File: src/rtl/dpram_stream_ctrl.sv
// dpram_stream_ctrl
// Streaming FIFO controller for an external dual-port synchronous RAM.
// Port A is the write port and takes the valid/ready input stream. Port B
// reads continuously at rd_ptr. The one-cycle registered read data is retimed
// into a 2-entry output buffer, which gives a full-throughput output stream.
//
// Handshake: a transfer happens on a rising edge where valid and ready are
// both high. Once raised, valid holds with stable data until that transfer.
// in_ready and out_valid never depend combinationally on in_valid or
// out_ready.
//
// A word lives in one of three places: the RAM (r_ram_count), the RAM read
// register (r_rd_pending), or the output buffer (r_ob_count). A read is
// issued only while the buffer has room for everything already in flight, so
// the buffer cannot overflow.

module dpram_stream_ctrl #(
    parameter int ADDR_WIDTH = 4,
    parameter int DATA_WIDTH = 8,
    parameter int DEPTH      = 16   // must equal 2**ADDR_WIDTH
) (
    input  logic                  clk,
    input  logic                  rst,
    input  logic                  in_valid,
    output logic                  in_ready,
    input  logic [DATA_WIDTH-1:0] in_data,
    output logic                  out_valid,
    input  logic                  out_ready,
    output logic [DATA_WIDTH-1:0] out_data,
    output logic [ADDR_WIDTH+1:0] level,
    output logic                  ram_cs,
    output logic                  ram_we_a,
    output logic [ADDR_WIDTH-1:0] ram_addr_a,
    output logic [DATA_WIDTH-1:0] ram_data_a,
    output logic                  ram_we_b,
    output logic                  ram_oe_b,
    output logic [ADDR_WIDTH-1:0] ram_addr_b,
    input  logic [DATA_WIDTH-1:0] ram_q_b
);

    localparam logic [ADDR_WIDTH:0] L_DEPTH = (ADDR_WIDTH + 1)'(DEPTH);

    logic [ADDR_WIDTH-1:0] r_wr_ptr;
    logic [ADDR_WIDTH-1:0] r_rd_ptr;
    logic [ADDR_WIDTH:0]   r_ram_count;
    logic                  r_rd_pending;
    logic [DATA_WIDTH-1:0] r_ob_mem0;
    logic [DATA_WIDTH-1:0] r_ob_mem1;
    logic                  r_ob_head;
    logic                  r_ob_tail;
    logic [1:0]            r_ob_count;

    logic                  w_push;
    logic                  w_pop;
    logic                  w_issue;
    logic [2:0]            w_in_flight;

    // Handshake and read-credit decode
    always_comb begin
        in_ready    = !rst && (r_ram_count < L_DEPTH);
        w_push      = in_valid && in_ready;
        out_valid   = (r_ob_count != 2'd0);
        out_data    = r_ob_head ? r_ob_mem1 : r_ob_mem0;
        w_pop       = out_valid && out_ready;
        // Words already heading for the buffer; a pop this cycle frees one slot.
        w_in_flight = {1'b0, r_ob_count} + {2'b00, r_rd_pending};
        w_issue     = (r_ram_count != '0) && (w_in_flight < (3'd2 + {2'b00, w_pop}));
    end

    // RAM control pins; port B always reads at rd_ptr
    always_comb begin
        ram_cs     = !rst;
        ram_oe_b   = !rst;
        ram_we_b   = 1'b0;
        ram_we_a   = w_push;
        ram_addr_a = r_wr_ptr;
        ram_data_a = w_push ? in_data : '0;
        ram_addr_b = r_rd_ptr;
    end

    // Total words held anywhere in the controller
    always_comb begin
        level = {1'b0, r_ram_count}
              + {{(ADDR_WIDTH + 1){1'b0}}, r_rd_pending}
              + {{ADDR_WIDTH{1'b0}}, r_ob_count};
    end

    // RAM pointers, RAM occupancy and read-in-flight flag
    always_ff @(posedge clk or posedge rst) begin
        if (rst) begin
            r_wr_ptr     <= '0;
            r_rd_ptr     <= '0;
            r_ram_count  <= '0;
            r_rd_pending <= 1'b0;
        end else begin
            // Pointers wrap naturally because DEPTH is a power of two.
            if (w_push)  r_wr_ptr <= r_wr_ptr + 1'b1;
            if (w_issue) r_rd_ptr <= r_rd_ptr + 1'b1;
            r_rd_pending <= w_issue;
            case ({w_push, w_issue})
                2'b10:   r_ram_count <= r_ram_count + 1'b1;
                2'b01:   r_ram_count <= r_ram_count - 1'b1;
                default: r_ram_count <= r_ram_count;
            endcase
        end
    end

    // Output buffer: capture RAM read data at the tail, pop from the head
    always_ff @(posedge clk or posedge rst) begin
        if (rst) begin
            r_ob_mem0  <= '0;
            r_ob_mem1  <= '0;
            r_ob_head  <= 1'b0;
            r_ob_tail  <= 1'b0;
            r_ob_count <= 2'd0;
        end else begin
            if (r_rd_pending) begin
                if (r_ob_tail) r_ob_mem1 <= ram_q_b;
                else           r_ob_mem0 <= ram_q_b;
                r_ob_tail <= ~r_ob_tail;
            end
            if (w_pop) r_ob_head <= ~r_ob_head;
            case ({r_rd_pending, w_pop})
                2'b10:   r_ob_count <= r_ob_count + 2'd1;
                2'b01:   r_ob_count <= r_ob_count - 2'd1;
                default: r_ob_count <= r_ob_count;
            endcase
        end
    end

    // A capture into a full buffer with no pop means the credit rule is broken
    a_no_ob_overflow: assert property (@(posedge clk) disable iff (rst)
        !(r_rd_pending && !w_pop && (r_ob_count == 2'd2)));

    // The RAM never holds more than DEPTH words
    a_no_ram_overflow: assert property (@(posedge clk) disable iff (rst)
        r_ram_count <= L_DEPTH);

endmodule

File: config.mk
export PLATFORM = sky130hd
export DESIGN_NAME = dpram_stream_ctrl
export DESIGN_NICKNAME = d
export VERILOG_FILES = /design/src/rtl/dpram_stream_ctrl.sv
export SDC_FILE = /design/constraint.sdc
export NUM_CORES = 1
export LEC_CHECK = 0
export ABC_AREA = 1
export CAP_MARGIN = 20
export CORE_MARGIN = 1
export CORE_UTILIZATION = 48
export DETAILED_ROUTE_END_ITERATION = 16
export GPL_ROUTABILITY_DRIVEN = 0
export PLACE_DENSITY = 0.86
export SETUP_SLACK_MARGIN = 0.2
export SLEW_MARGIN = 20
export SYNTH_ARGS = -nofsm -noshare
export SYNTH_HDL_FRONTEND = slang
export SYNTH_SLANG_ARGS = --single-unit
File: constraint.sdc
create_clock -name clk -period 3.3 [get_ports clk]
set_input_delay 0.66 -clock clk [delete_from_list [all_inputs] [get_ports clk]]
set_output_delay 0.66 -clock clk [all_outputs]
set_load 0.02 [all_outputs]
# Word level (Yosys, flattened, before mapping)
# Cells that the tools add are included.
# W data, S select, Z words.
# op_classes
order_cmp	2
n_addsub	10
bitwise_logic	2
n_mux	4
eq_ne	4
n_reduce_logical	11
# ops
operator	n
$mux W8	2
$pmux W5 S2	1
$add A4 B1 Y4 const B	2
$add A5 B1 Y6	1
$add A6 B2 Y6	1
$reduce_bool A2 Y1	3
$add A5 B1 Y5 const B	1
$lt A5 B5 Y1 const B	1
$reduce_bool A5 Y1	1
$sub A5 B1 Y5 const B	1
$eq A2 B1 Y1 const B	2
$eq A2 B2 Y1 const B	2
$logic_and A1 B1 Y1	4
$pmux W2 S2	1
$reduce_and A2 Y1	2
$add A2 B1 Y3	1
$add A2 B1 Y3 const A	1
$lt A3 B3 Y1	1
$add A2 B1 Y2 const B	1
$not A1 Y1	2
$sub A2 B1 Y2 const B	1
$logic_not A1 Y1	1
# totals
word_cells	42
ff_bits	34
inputBits	20

# Logic depth before layout (Yosys ltp)
# logic_depth
ltp_word	7
depth_mapped	17

# Worst setup path before layout
# OpenSTA, ideal clock, no wires.
# synth_timing
path_kind	input -> output
start	input rst
end	output ram_oe_b
path_buffers	1
cell_stages	2
required_time_ps	2640
arrival_time_ps	1789
slack_ps	851
cell_sequence	inv_1 buf_4
# synth_via
elab_chain_len	1
# synth_rtl
element	line	source
start: declaration	23	input logic rst,
$logic_not A1 Y1 (no line)	n/a	
end: declaration	36	output logic ram_oe_b,
# Every way passes these cells.

# Worst setup path after layout
# layout_timing
start	register r_ram_count[0]
end	output level[1]
# layout_via
elab_chain_len	2
# layout_rtl
element	line	source
start: declaration	45	logic [ADDR_WIDTH:0] r_ram_count;
start signal: assignment	101	2'b10: r_ram_count <= r_ram_count + 1'b1;
start signal: assignment	102	2'b01: r_ram_count <= r_ram_count - 1'b1;
start signal: assignment	103	default: r_ram_count <= r_ram_count;
$add A5 B1 Y6	84	+ {{(ADDR_WIDTH + 1){1'b0}}, r_rd_pending}
$add A6 B2 Y6	85	+ {{ADDR_WIDTH{1'b0}}, r_ob_count};
end: declaration	30	output logic [ADDR_WIDTH+1:0] level,
# Every way passes these cells.

==> results.yml <==
status:
  status: "finished, final reports clean"
route:
  routed_via_density: 4.91
  final_antenna_net_count: 0
  vias: 1668
  drt_pass1_iterations: 4
  finalWirelength_mm: 3.86
  drc: 0
  drtIter0Drc: 66
  post_drt_wl_per_cell_um: 11.3
die:
  dieArea_mm2: 0.00437
  initial_core_util_pct: 51.9
  die_w_um: 66.1
  num_rows: 22
  io_pins: 56
  core_mm2: 0.00380
  fp.dieH_um: 66.1
global_routing:
  grt_pass1_vias: 1582
  antenna_found_initial: 0
  gr-total-overflow: 0
  grtUsageTotal_pct: 20.1
  grt_max_degree: 31
  grt_pass1_wl_mm: 6.66
synthesis:
  syn-instance-count: 237
  synth_area_mm2: 0.00197
  synth_nets: 270
  synth_cell_types: 28
  ys_seq_elements: 34
  syn_avg_cell_area_um2: 8.31
  yosysWarnings: 0
  ys_seq_area_share_pct: 43.2
finish:
  drive_gt1_share_pct: 8.90
  final_nets: 324
  antenna_cells: 0
  final_cell_mix: "nand2_1 (69), clkdlybuf4s50_1 (51), inv_1 (36)"
  syn2layout_area_growth_pct: 32.4
  final_common_cell: "nand2_1"
cts:
  cts_sinks: 34
  clk_path_buf_depth: 2
  worstSkewPairLatency_ps: 280
  cts.clk_slew.worst_paths_ps: 70
  htree_levels: 2
  root_buffer: "clkbuf_8"
  cts_tree: "yes"
  post_cts_buffers: 0
  cts_made_buffers: 5
power:
  ir_drop_mv: 0.826
  p_per_area_mw_per_mm2: 1230
  finalPower_uw: 3210
  power.leakage_uw: 0.00136
placed_design:
  io_buffers: 54
  dp_hpwl_mm: 2.92
worst_setup_path:
  worstPathMaxFanout: 4
  rr_worst_depth: 16
  reg2reg_to: "r_ram_count[4]"
  r2r_start: "r_ob_count[0]"
  path_class: "register to output port"
  worstSetupEndpointType: "output port"
  worstPathArrival_ps: 2280
  cp-start-kind: "register"
  worst-r2r-setup-slack_ps: 650
  worstPathRequired_ps: 2640
sta:
  hold_ws_ps: 482
  skew_ps: 4.82
  fin_crit_ps: 2940
  fin_crit_sh_pct: 89.1
  fmax_ghz: 0.340
  rsz0062_at_grt: "no"
  finalSetupTns_ps: 0
  final-setup-viol-count: 0
  slew_headroom_pct: 52.6
  max_slew.worst_pin.slew_ps: 711
  slew_violations: 0
  hold_viol: 0
hold_path:
  hp-class: "register to register"
  hold_depth: 2
  min-delay-start: "r_ob_mem0[2]"
  whs_endpoint: "r_ob_mem0[2]"
flow_run:
  cap_violations: 0
[routing by layer]
metal | global-route usage [%] | routed length [um] | vias up
met5 | 0 | 0 | -
met4 | 4.52 | 48 | 0
met3 | 6.38 | 288 | 8
met2 | 34.7 | 1820 | 61
met1 | 24.1 | 1700 | 763
li1 | - | - | 836
[cells by family (layout without fill, tap and decap cells)]
| group | Yosys count | in the layout | share of synthesized area, % |
|---|---|---|---|
| xor+xnor | 13 | 13 | 5.78 |
| other cells | 1 | 1 | 0.190 |
| compound gates | 23 | 23 | 7.43 |
| buf+inv | 47 | 102 | 11.0 |
| fa+ha+maj | 13 | 13 | 9.40 |
| flops | 34 | 34 | 43.2 |
| simple gates | 106 | 106 | 23.0 |
[sequential cells by signal (all words and copies together), names as in the netlist]
name          cells
r_ob_mem0         8
r_ob_mem1         8
r_ram_count       5
ram_addr_a        4
ram_addr_b        4
r_ob_count        2
r_ob_head         1
r_ob_tail         1
r_rd_pending      1
[Yosys cell counts, drive strengths merged]
library cell	number	area share, %
o22ai	1	0.32
clkinv	1	0.19
or2	2	0.64
ha	10	6.3
o21ai	19	6.3
conb	1	0.19
nor2	15	3.2
nand2	73	14
inv	38	7.2
nor4	1	0.32
nand4	5	1.6
xor2	8	3.6
nand3	10	2.8
fa	3	3.0
a21oi	3	0.76
clkbuf	1	0.19
dfrtp	34	43
buf	7	3.4
xnor2	5	2.2
[stage by stage]
stage	util [%]	instances	instance area (um^2)	worst slack, ps
final	68.7	340	2610	360
after global routing	68.7	340	2610	241
after CTS	68.5	340	2600	248
after detailed placement	66.0	332	2510	388
after global placement	66.0	332	2510	471
after floorplan	-	237	1970	851
[how the worst max path moves through the flow]
stage	start	to	slack, ps	depth (start not counted)
finish	r_ram_count[0]	level[1]	360	5
global route	r_ram_count[0]	level[5]	240	6
CTS	r_ram_count[0]	level[4]	250	7
detailed placement	out_ready	r_ram_count[4]	390	16
global placement	out_ready	r_ram_count[4]	470	16
floorplan	rst	ram_oe_b	850	2
[repair_timing]
action                                  4_1_cts  5_1_grt
hold buffers                                  0        0
gates resized for setup                       0        3
endpoints found under the setup margin        0        3
[layout make-up]
| cell class | count | area [um^2] |
|---|---|---|
| flip-flops and latches | 34 | 851 |
| repair buffers | 55 | 556 |
| well taps | 48 | 60.1 |
| fillers | 315 | 1190 |
| multi-input cells | 156 | 902 |
| inverters | 39 | 146 |
| clock buffers | 6 | 82.6 |
| clock inverters | 2 | 12.5 |
[power breakdown]
group / total, uW / switching, uW / internal (uW)
clock network: 314 / 147 / 167
logic: 2050 / 1150 / 900
registers: 847 / 205 / 642
[critical path, cell delays in order, from the launching register on]
cell and delay (ps):
dfrtp_1 410, inv_1 120, fa_1 420, inv_1 90, fa_1 410, clkdlybuf4s50_1 540
Note: power is estimated with default switching activity, not from simulation.
